$ cat config.mk
export PLATFORM = sky130hd
export DESIGN_NAME = framebuffer_write_flat
export DESIGN_NICKNAME = d
export VERILOG_FILES = /design/src/rtl/framebuffer_write_if.sv /design/src/rtl/framebuffer_write.sv /design/src/flat_wrapper.sv
export SDC_FILE = /design/constraint.sdc
export NUM_CORES = 1
export LEC_CHECK = 0
export ABC_AREA = 1
export BUFFER_PORTS_ARGS = -buffer_cell sky130_fd_sc_hd__buf_4
export CORE_MARGIN = 2
export CORE_UTILIZATION = 30
export DETAILED_ROUTE_END_ITERATION = 12
export GPL_TIMING_DRIVEN = 0
export SETUP_SLACK_MARGIN = 0.02
export SKIP_CTS_REPAIR_TIMING = 1
export SLEW_MARGIN = 15
export SYNTH_ARGS = -nofsm -noshare
export SYNTH_HDL_FRONTEND = slang
export SYNTH_SLANG_ARGS = --single-unit
$ cat constraint.sdc
create_clock -name clk_in -period 1.6 [get_ports clk_in]
set_input_delay 0.16 -clock clk_in [delete_from_list [all_inputs] [get_ports clk_in]]
set_output_delay 0.16 -clock clk_in [all_outputs]
set_load 0.01 [all_outputs]
$ cat src/rtl/framebuffer_write_if.sv
// Stream-in / RAM-write-out bundle for the framebuffer write path.
// The write block sits on the slave side; the byte source and the RAM sit on the master side.
interface framebuffer_write_if #(
  parameter int unsigned ADDR_WIDTH = 11,
  parameter int unsigned DATA_WIDTH = 16
);
  logic                  frame_start;
  logic [7:0]            data_in;
  logic                  data_valid;
  logic                  data_ready;
  logic [ADDR_WIDTH-1:0] ram_address;
  logic [DATA_WIDTH-1:0] ram_data_out;
  logic                  ram_write_enable;
  logic                  ram_clk_enable;
  logic                  busy;
  logic                  frame_done;

  modport master (
    output frame_start,
    output data_in,
    output data_valid,
    input  data_ready,
    input  ram_address,
    input  ram_data_out,
    input  ram_write_enable,
    input  ram_clk_enable,
    input  busy,
    input  frame_done
  );

  modport slave (
    input  frame_start,
    input  data_in,
    input  data_valid,
    output data_ready,
    output ram_address,
    output ram_data_out,
    output ram_write_enable,
    output ram_clk_enable,
    output busy,
    output frame_done
  );
endinterface

$ cat src/rtl/framebuffer_write.sv
// Fills the scan-out framebuffer RAM from a raster-order byte stream, one write per pixel,
// using the fetch-side address layout {half, row, ~column}.
module framebuffer_write #(
  parameter int unsigned FBWRITE_PIXEL_WIDTH     = 64,
  parameter int unsigned FBWRITE_PIXEL_HEIGHT    = 16,
  parameter int unsigned FBWRITE_BYTES_PER_PIXEL = 2
) (
  input logic              clk_in,
  input logic              reset,
  framebuffer_write_if.slave fb
);

  localparam int unsigned XW   = $clog2(FBWRITE_PIXEL_WIDTH);
  // Row counter spans both halves, so its MSB is the half select.
  localparam int unsigned YW   = $clog2(FBWRITE_PIXEL_HEIGHT) + 1;
  localparam int unsigned AW   = XW + YW;
  localparam int unsigned BPP  = FBWRITE_BYTES_PER_PIXEL;
  localparam int unsigned DW   = BPP * 8;
  localparam int unsigned BIW  = (BPP > 1) ? $clog2(BPP) : 1;

  typedef enum logic [1:0] {
    StIdle,
    StRecv,
    StDone
  } state_e;

  state_e           state_q, state_d;
  logic [XW-1:0]    x_q, x_d;
  logic [YW-1:0]    y_q, y_d;
  logic [BIW-1:0]   byte_idx_q, byte_idx_d;
  logic [DW-1:0]    pixel_q, pixel_d;
  logic [AW-1:0]    addr_q, addr_d;
  logic [DW-1:0]    data_q, data_d;
  logic             we_q, we_d;

  logic             data_ready;
  logic             accept;
  logic             last_byte;
  logic             last_pixel;
  logic [DW-1:0]    assembled;

  assign data_ready = (state_q == StRecv) && !fb.frame_start;
  assign accept     = data_ready && fb.data_valid;
  assign last_byte  = (byte_idx_q == BIW'(BPP - 1));
  // Dimensions are powers of two, so the final column/row are all-ones.
  assign last_pixel = (&x_q) && (&y_q);

  // Merge the incoming byte into its lane; byte 0 lands in the top lane.
  always_comb begin
    assembled = pixel_q;
    for (int unsigned i = 0; i < BPP; i++) begin
      if (byte_idx_q == BIW'(i)) begin
        assembled[(BPP - 1 - i) * 8 +: 8] = fb.data_in;
      end
    end
  end

  always_comb begin
    state_d    = state_q;
    x_d        = x_q;
    y_d        = y_q;
    byte_idx_d = byte_idx_q;
    pixel_d    = pixel_q;
    addr_d     = addr_q;
    data_d     = data_q;
    we_d       = 1'b0;

    unique case (state_q)
      StIdle: begin
        if (fb.frame_start) begin
          state_d = StRecv;
        end
      end
      StRecv: begin
        if (fb.frame_start) begin
          state_d = StRecv;
        end else if (accept && last_byte && last_pixel) begin
          state_d = StDone;
        end
      end
      StDone: begin
        state_d = fb.frame_start ? StRecv : StIdle;
      end
      default: begin
        state_d = StIdle;
      end
    endcase

    if (fb.frame_start) begin
      // Restart drops any half-assembled pixel; no write is issued for it.
      x_d        = '0;
      y_d        = '0;
      byte_idx_d = '0;
    end else if (accept) begin
      pixel_d = assembled;
      if (last_byte) begin
        byte_idx_d = '0;
        we_d       = 1'b1;
        addr_d     = {y_q, ~x_q};
        data_d     = assembled;
        if (&x_q) begin
          x_d = '0;
          y_d = y_q + YW'(1);
        end else begin
          x_d = x_q + XW'(1);
        end
      end else begin
        byte_idx_d = byte_idx_q + BIW'(1);
      end
    end
  end

  always_ff @(posedge clk_in or posedge reset) begin
    if (reset) begin
      state_q    <= StIdle;
      x_q        <= '0;
      y_q        <= '0;
      byte_idx_q <= '0;
      pixel_q    <= '0;
      addr_q     <= '0;
      data_q     <= '0;
      we_q       <= 1'b0;
    end else begin
      state_q    <= state_d;
      x_q        <= x_d;
      y_q        <= y_d;
      byte_idx_q <= byte_idx_d;
      pixel_q    <= pixel_d;
      addr_q     <= addr_d;
      data_q     <= data_d;
      we_q       <= we_d;
    end
  end

  assign fb.data_ready       = data_ready;
  assign fb.ram_address      = addr_q;
  assign fb.ram_data_out     = data_q;
  assign fb.ram_write_enable = we_q;
  assign fb.busy             = (state_q != StIdle);
  assign fb.ram_clk_enable   = (state_q != StIdle);
  assign fb.frame_done       = (state_q == StDone);

endmodule

$ cat src/flat_wrapper.sv
// flat-port wrapper written by rule: the top's interface ports become plain ports
module framebuffer_write_flat 
#(
  parameter int unsigned FBWRITE_PIXEL_WIDTH     = 64,
  parameter int unsigned FBWRITE_PIXEL_HEIGHT    = 16,
  parameter int unsigned FBWRITE_BYTES_PER_PIXEL = 2
)
  (clk_in, reset, fb_frame_start, fb_data_in, fb_data_valid, fb_data_ready, fb_ram_address, fb_ram_data_out, fb_ram_write_enable, fb_ram_clk_enable, fb_busy, fb_frame_done);
  framebuffer_write_if #(.ADDR_WIDTH((11)), .DATA_WIDTH((16))) fb_i ();
  input logic clk_in;
  input logic reset;
  input wire logic [$bits(fb_i.frame_start)-1:0] fb_frame_start;
  input wire logic [$bits(fb_i.data_in)-1:0] fb_data_in;
  input wire logic [$bits(fb_i.data_valid)-1:0] fb_data_valid;
  output wire logic [$bits(fb_i.data_ready)-1:0] fb_data_ready;
  output wire logic [$bits(fb_i.ram_address)-1:0] fb_ram_address;
  output wire logic [$bits(fb_i.ram_data_out)-1:0] fb_ram_data_out;
  output wire logic [$bits(fb_i.ram_write_enable)-1:0] fb_ram_write_enable;
  output wire logic [$bits(fb_i.ram_clk_enable)-1:0] fb_ram_clk_enable;
  output wire logic [$bits(fb_i.busy)-1:0] fb_busy;
  output wire logic [$bits(fb_i.frame_done)-1:0] fb_frame_done;
  assign fb_i.frame_start = fb_frame_start;
  assign fb_i.data_in = fb_data_in;
  assign fb_i.data_valid = fb_data_valid;
  assign fb_data_ready = fb_i.data_ready;
  assign fb_ram_address = fb_i.ram_address;
  assign fb_ram_data_out = fb_i.ram_data_out;
  assign fb_ram_write_enable = fb_i.ram_write_enable;
  assign fb_ram_clk_enable = fb_i.ram_clk_enable;
  assign fb_busy = fb_i.busy;
  assign fb_frame_done = fb_i.frame_done;
  framebuffer_write #(.FBWRITE_PIXEL_WIDTH(FBWRITE_PIXEL_WIDTH), .FBWRITE_PIXEL_HEIGHT(FBWRITE_PIXEL_HEIGHT), .FBWRITE_BYTES_PER_PIXEL(FBWRITE_BYTES_PER_PIXEL)) u_core (.clk_in(clk_in), .reset(reset), .fb(fb_i));
endmodule
==> results.rst <==
.. list-table::
   :header-rows: 1

   * - Metric
     - Value
   * - Run status
     - complete, no violations
   * - Nets
     - 323
   * - Via count of the first global-routing pass
     - 1675
   * - Portion of total power attributed to sequential cells
     - about 50%
   * - # clock sinks
     - 50
   * - Total number of yosys warnings
     - 0
   * - Unique masters post-synth
     - 21
   * - Sort of element at the start of the critical path
     - register
   * - Gate Count Post-Synth
     - 254
   * - Final critical path time including I/O delays and setup
     - 1420 ps
   * - Insertion delay of the later-clocked pin in the worst-skew pair
     - around 310 ps
   * - Number of port buffers
     - 43
   * - Peak supply drop
     - 0.543 mV
   * - Total placed cells including tap cells
     - 394
   * - Setup slack of the worst register-to-register path
     - 180 ps
   * - Non-filler instance count after layout
     - 405
   * - Std-Cell Rows
     - 30
   * - WL per Instance
     - 11.8 um
   * - Commonest non-fill, non-tap cell in the layout
     - sky130_fd_sc_hd__nand2_1
   * - WP data required
     - 1850 ps
   * - Max-Cap Viols
     - 0
   * - Unrepaired setup endpoints after global routing
     - no
   * - Number of max-slew violations in the final report
     - 0
   * - Total CTS buffers
     - 5
   * - Die Y
     - 88.7 um
   * - Clock transition at the registers of the reported paths
     - about 100 ps
   * - Via count normalized by instance count
     - 4.30
   * - Count of H-tree levels built during CTS
     - 2
   * - Top-level I/O count
     - 44
   * - Power Internal
     - 2.34 mW
   * - Ratio of total power to cell area
     - between 1000 and 1500 nW/um^2
   * - Highest attainable clock frequency
     - ~0.71 GHz
   * - RePlAce Congestion
     - 0.823
   * - DRC marker count from the first detailed-route iteration
     - 75
   * - Data arrival time of the critical path
     - 1670 ps
   * - Number of synthesized register bits
     - 50
   * - Remaining number of nets flagged by the antenna check after routing
     - 0
   * - Area of the die
     - 7870 sq um
   * - Buffer and inverter count on the worst path
     - 1
   * - Slowest library cell on the worst path
     - sky130_fd_sc_hd__dfrtp_1
   * - Vias
     - 1742
   * - Worst R2R End
     - u_core.y_q[3]$_DFFE_PP0P_
   * - Count of endpoints failing setup in the final report
     - 0
   * - Number of endpoints with negative hold slack in the final report
     - 0
   * - Antenna violations before repair
     - 0
   * - Antenna diode count
     - 0
   * - Post-Place Worst Slack
     - 46.9 ps
   * - Highest-count cells in the layout ignoring fill and taps
     - sky130_fd_sc_hd__nand2_1 (113), sky130_fd_sc_hd__dfrtp_1 (49), sky130_fd_sc_hd__buf_4 (47)
   * - Path type of the worst setup path
     - register to register
   * - Wire length of the first global-routing pass
     - 7930 um
   * - Clock tree from TritonCTS
     - built
   * - Hold Path End
     - u_core.fb.ram_data_out[2]$_DFFE_PP0P_
   * - Tightest Pin Transition
     - 520 ps
   * - Gate power share
     - 22.3%
   * - CTS Root Cell
     - sky130_fd_sc_hd__clkbuf_8
   * - Maximum number of pins on one net before global-route repair
     - 29
   * - Maximum count of clock buffers along a single path
     - 2
   * - Width of the die
     - 88.7 um
   * - Slew Limit Headroom
     - 65.3%
   * - Critical Path, Cell by Cell
     - inv_2 > nand2_1 > o21bai_1 > nand2_2 > nor2_1 > nand2_1 > nand2_1
   * - Beginning of the worst hold path
     - fb_data_in[2]
   * - Leakage dissipation
     - 1.50 nW
   * - Layout cells sized above 1
     - 23.9%
   * - Delay contributed by the slowest stage of the critical path
     - between 300 and 400 ps
   * - Clock power share
     - between 20% and 30%
   * - HPWL reported at the end of detailed placement
     - 3400 um
   * - Number of cells traversed by the worst register-to-register path
     - 7
   * - Final worst-path cycle share
     - 88.6%
   * - Combined global-route utilization of all metal layers
     - 13.2%
   * - Cell depth of the worst hold path
     - 3
   * - Final global-route overflow total
     - 0
   * - Post-Route WL
     - 4760 um
   * - Post-route clock skew
     - roughly 6.7 ps
   * - Net Count, Synth
     - 269
   * - Starting density of the core
     - 31.3%
   * - Final Total Pwr
     - 3.27 mW
   * - # DRC
     - 0
   * - Synthesis-to-layout area growth
     - 28.7%
   * - Source of the worst register-to-register timing path
     - u_core.state_q[1]$_DFFE_PP0P_
   * - Top Family by Delay on Critical Path
     - simple AND/OR/NAND/NOR gates
   * - Switching Fraction
     - between 20% and 30%
   * - Minimum setup slack in the final design
     - between 150 and 200 ps
   * - Area of the core region
     - ~6900 sq um
   * - Cell area after synthesis
     - 2150 sq um
   * - Most used cell, CP
     - sky130_fd_sc_hd__nand2_1
   * - Worst Hold Class
     - primary input to register
   * - Category of the worst setup path capture point
     - register
   * - First-pass iteration count of the detailed router
     - 4
   * - Max FO, Critical Path
     - 10
   * - Synthesized area per cell
     - ~8.5 sq um
   * - Sequential fraction of the synthesis area
     - 58.1%
   * - Psw
     - 0.930 mW
   * - Worst hold slack
     - 49.7 ps
   * - Final Util
     - 40.3%
-- sequential cells by signal, indices dropped and copies added, names as in the netlist --
signal and flops:
u_core.byte_idx_q 1, u_core.fb.ram_address 11, u_core.fb.ram_data_out 16, u_core.fb.ram_write_enable 1
u_core.pixel_q 8, u_core.state_q 2, u_core.x_q 6, u_core.y_q 5
-- layer usage --
metal / vias to the layer above / GRT usage (%) / share of wire (%)
met5: - / 0 / 0
met4: 0 / 4.55 / 1.5
met3: 7 / 4.10 / 5.4
met2: 38 / 20.4 / 45
met1: 804 / 17.7 / 48
li1: 893 / - / -
-- worst max path at each step --
stage	from	to	cells past startpoint
final	u_core.state_q[1]$_DFFE_PP0P_	u_core.y_q[3]$_DFFE_PP0P_	7
after CTS	u_core.x_q[0]$_DFFE_PP0P_	u_core.state_q[0]$_DFFE_PP0P_	6
after floorplan	reset	u_core.byte_idx_q$_DFFE_PP0P_	1
after global placement	reset	u_core.y_q[3]$_DFFE_PP0P_	2
after detailed placement	u_core.x_q[0]$_DFFE_PP0P_	u_core.state_q[0]$_DFFE_PP0P_	6
after global routing	u_core.x_q[1]$_DFFE_PP0P_	u_core.state_q[0]$_DFFE_PP0P_	6
-- power by group through the flow --
stage	registers (mW)	logic, mW	clock network (mW)
global placement	1.66	0.720	0
global route	1.67	0.819	0.993
CTS	1.64	0.743	0.931
finish	1.64	0.731	0.900
floorplan	1.73	0.257	0
detailed placement	1.66	0.742	0
-- final cells by class --
class / instances / area (sq um)
buffer: 9 / 61.3
timing repair buffer: 47 / 368
fill: 715 / 4100
sequential: 50 / 1250
tap: 96 / 120
clock inverter: 3 / 43.8
multi-input combinational: 172 / 768
clock buffer: 5 / 68.8
inverter: 23 / 86.3
-- worst min-delay path, stage by stage --
cell,delay [ps]
sky130_fd_sc_hd__buf_4,80
sky130_fd_sc_hd__nand2_1,40
sky130_fd_sc_hd__nand2_1,40
-- Yosys cell counts, drive strengths merged --
cell | n | area [sq um]
a21oi | 1 | 5.00
buf | 8 | 57.6
clkbuf | 1 | 3.75
dfrtp | 50 | 1250
ha | 3 | 37.5
inv | 23 | 86.3
nand2 | 114 | 430
nand3 | 10 | 60.1
nand4 | 2 | 12.5
nor2 | 16 | 72.6
nor3b | 1 | 7.51
o21ai | 24 | 120
o21bai | 1 | 7.51
-- through the flow --
| stage | area [sq um] | TNS, ps |
|---|---|---|
| 2_1_floorplan | 2150 | 0 |
| 3_3_place_gp | 2590 | -24660 |
| 3_5_place_dp | 2620 | 0 |
| 4_1_cts | 2730 | 0 |
| 5_1_grt | 2770 | 0 |
| 6_report | 2770 | 0 |
-- logic make-up after synthesis --
logic type / synth area share, %
AO/OA/AOI/OAI: 6.16
adder cells (fa/ha/maj): 1.74
buffers and inverters: 6.86
flip-flops: 58.1
AND/OR/NAND/NOR: 27.1
Power figures use the tool's default switching activity.
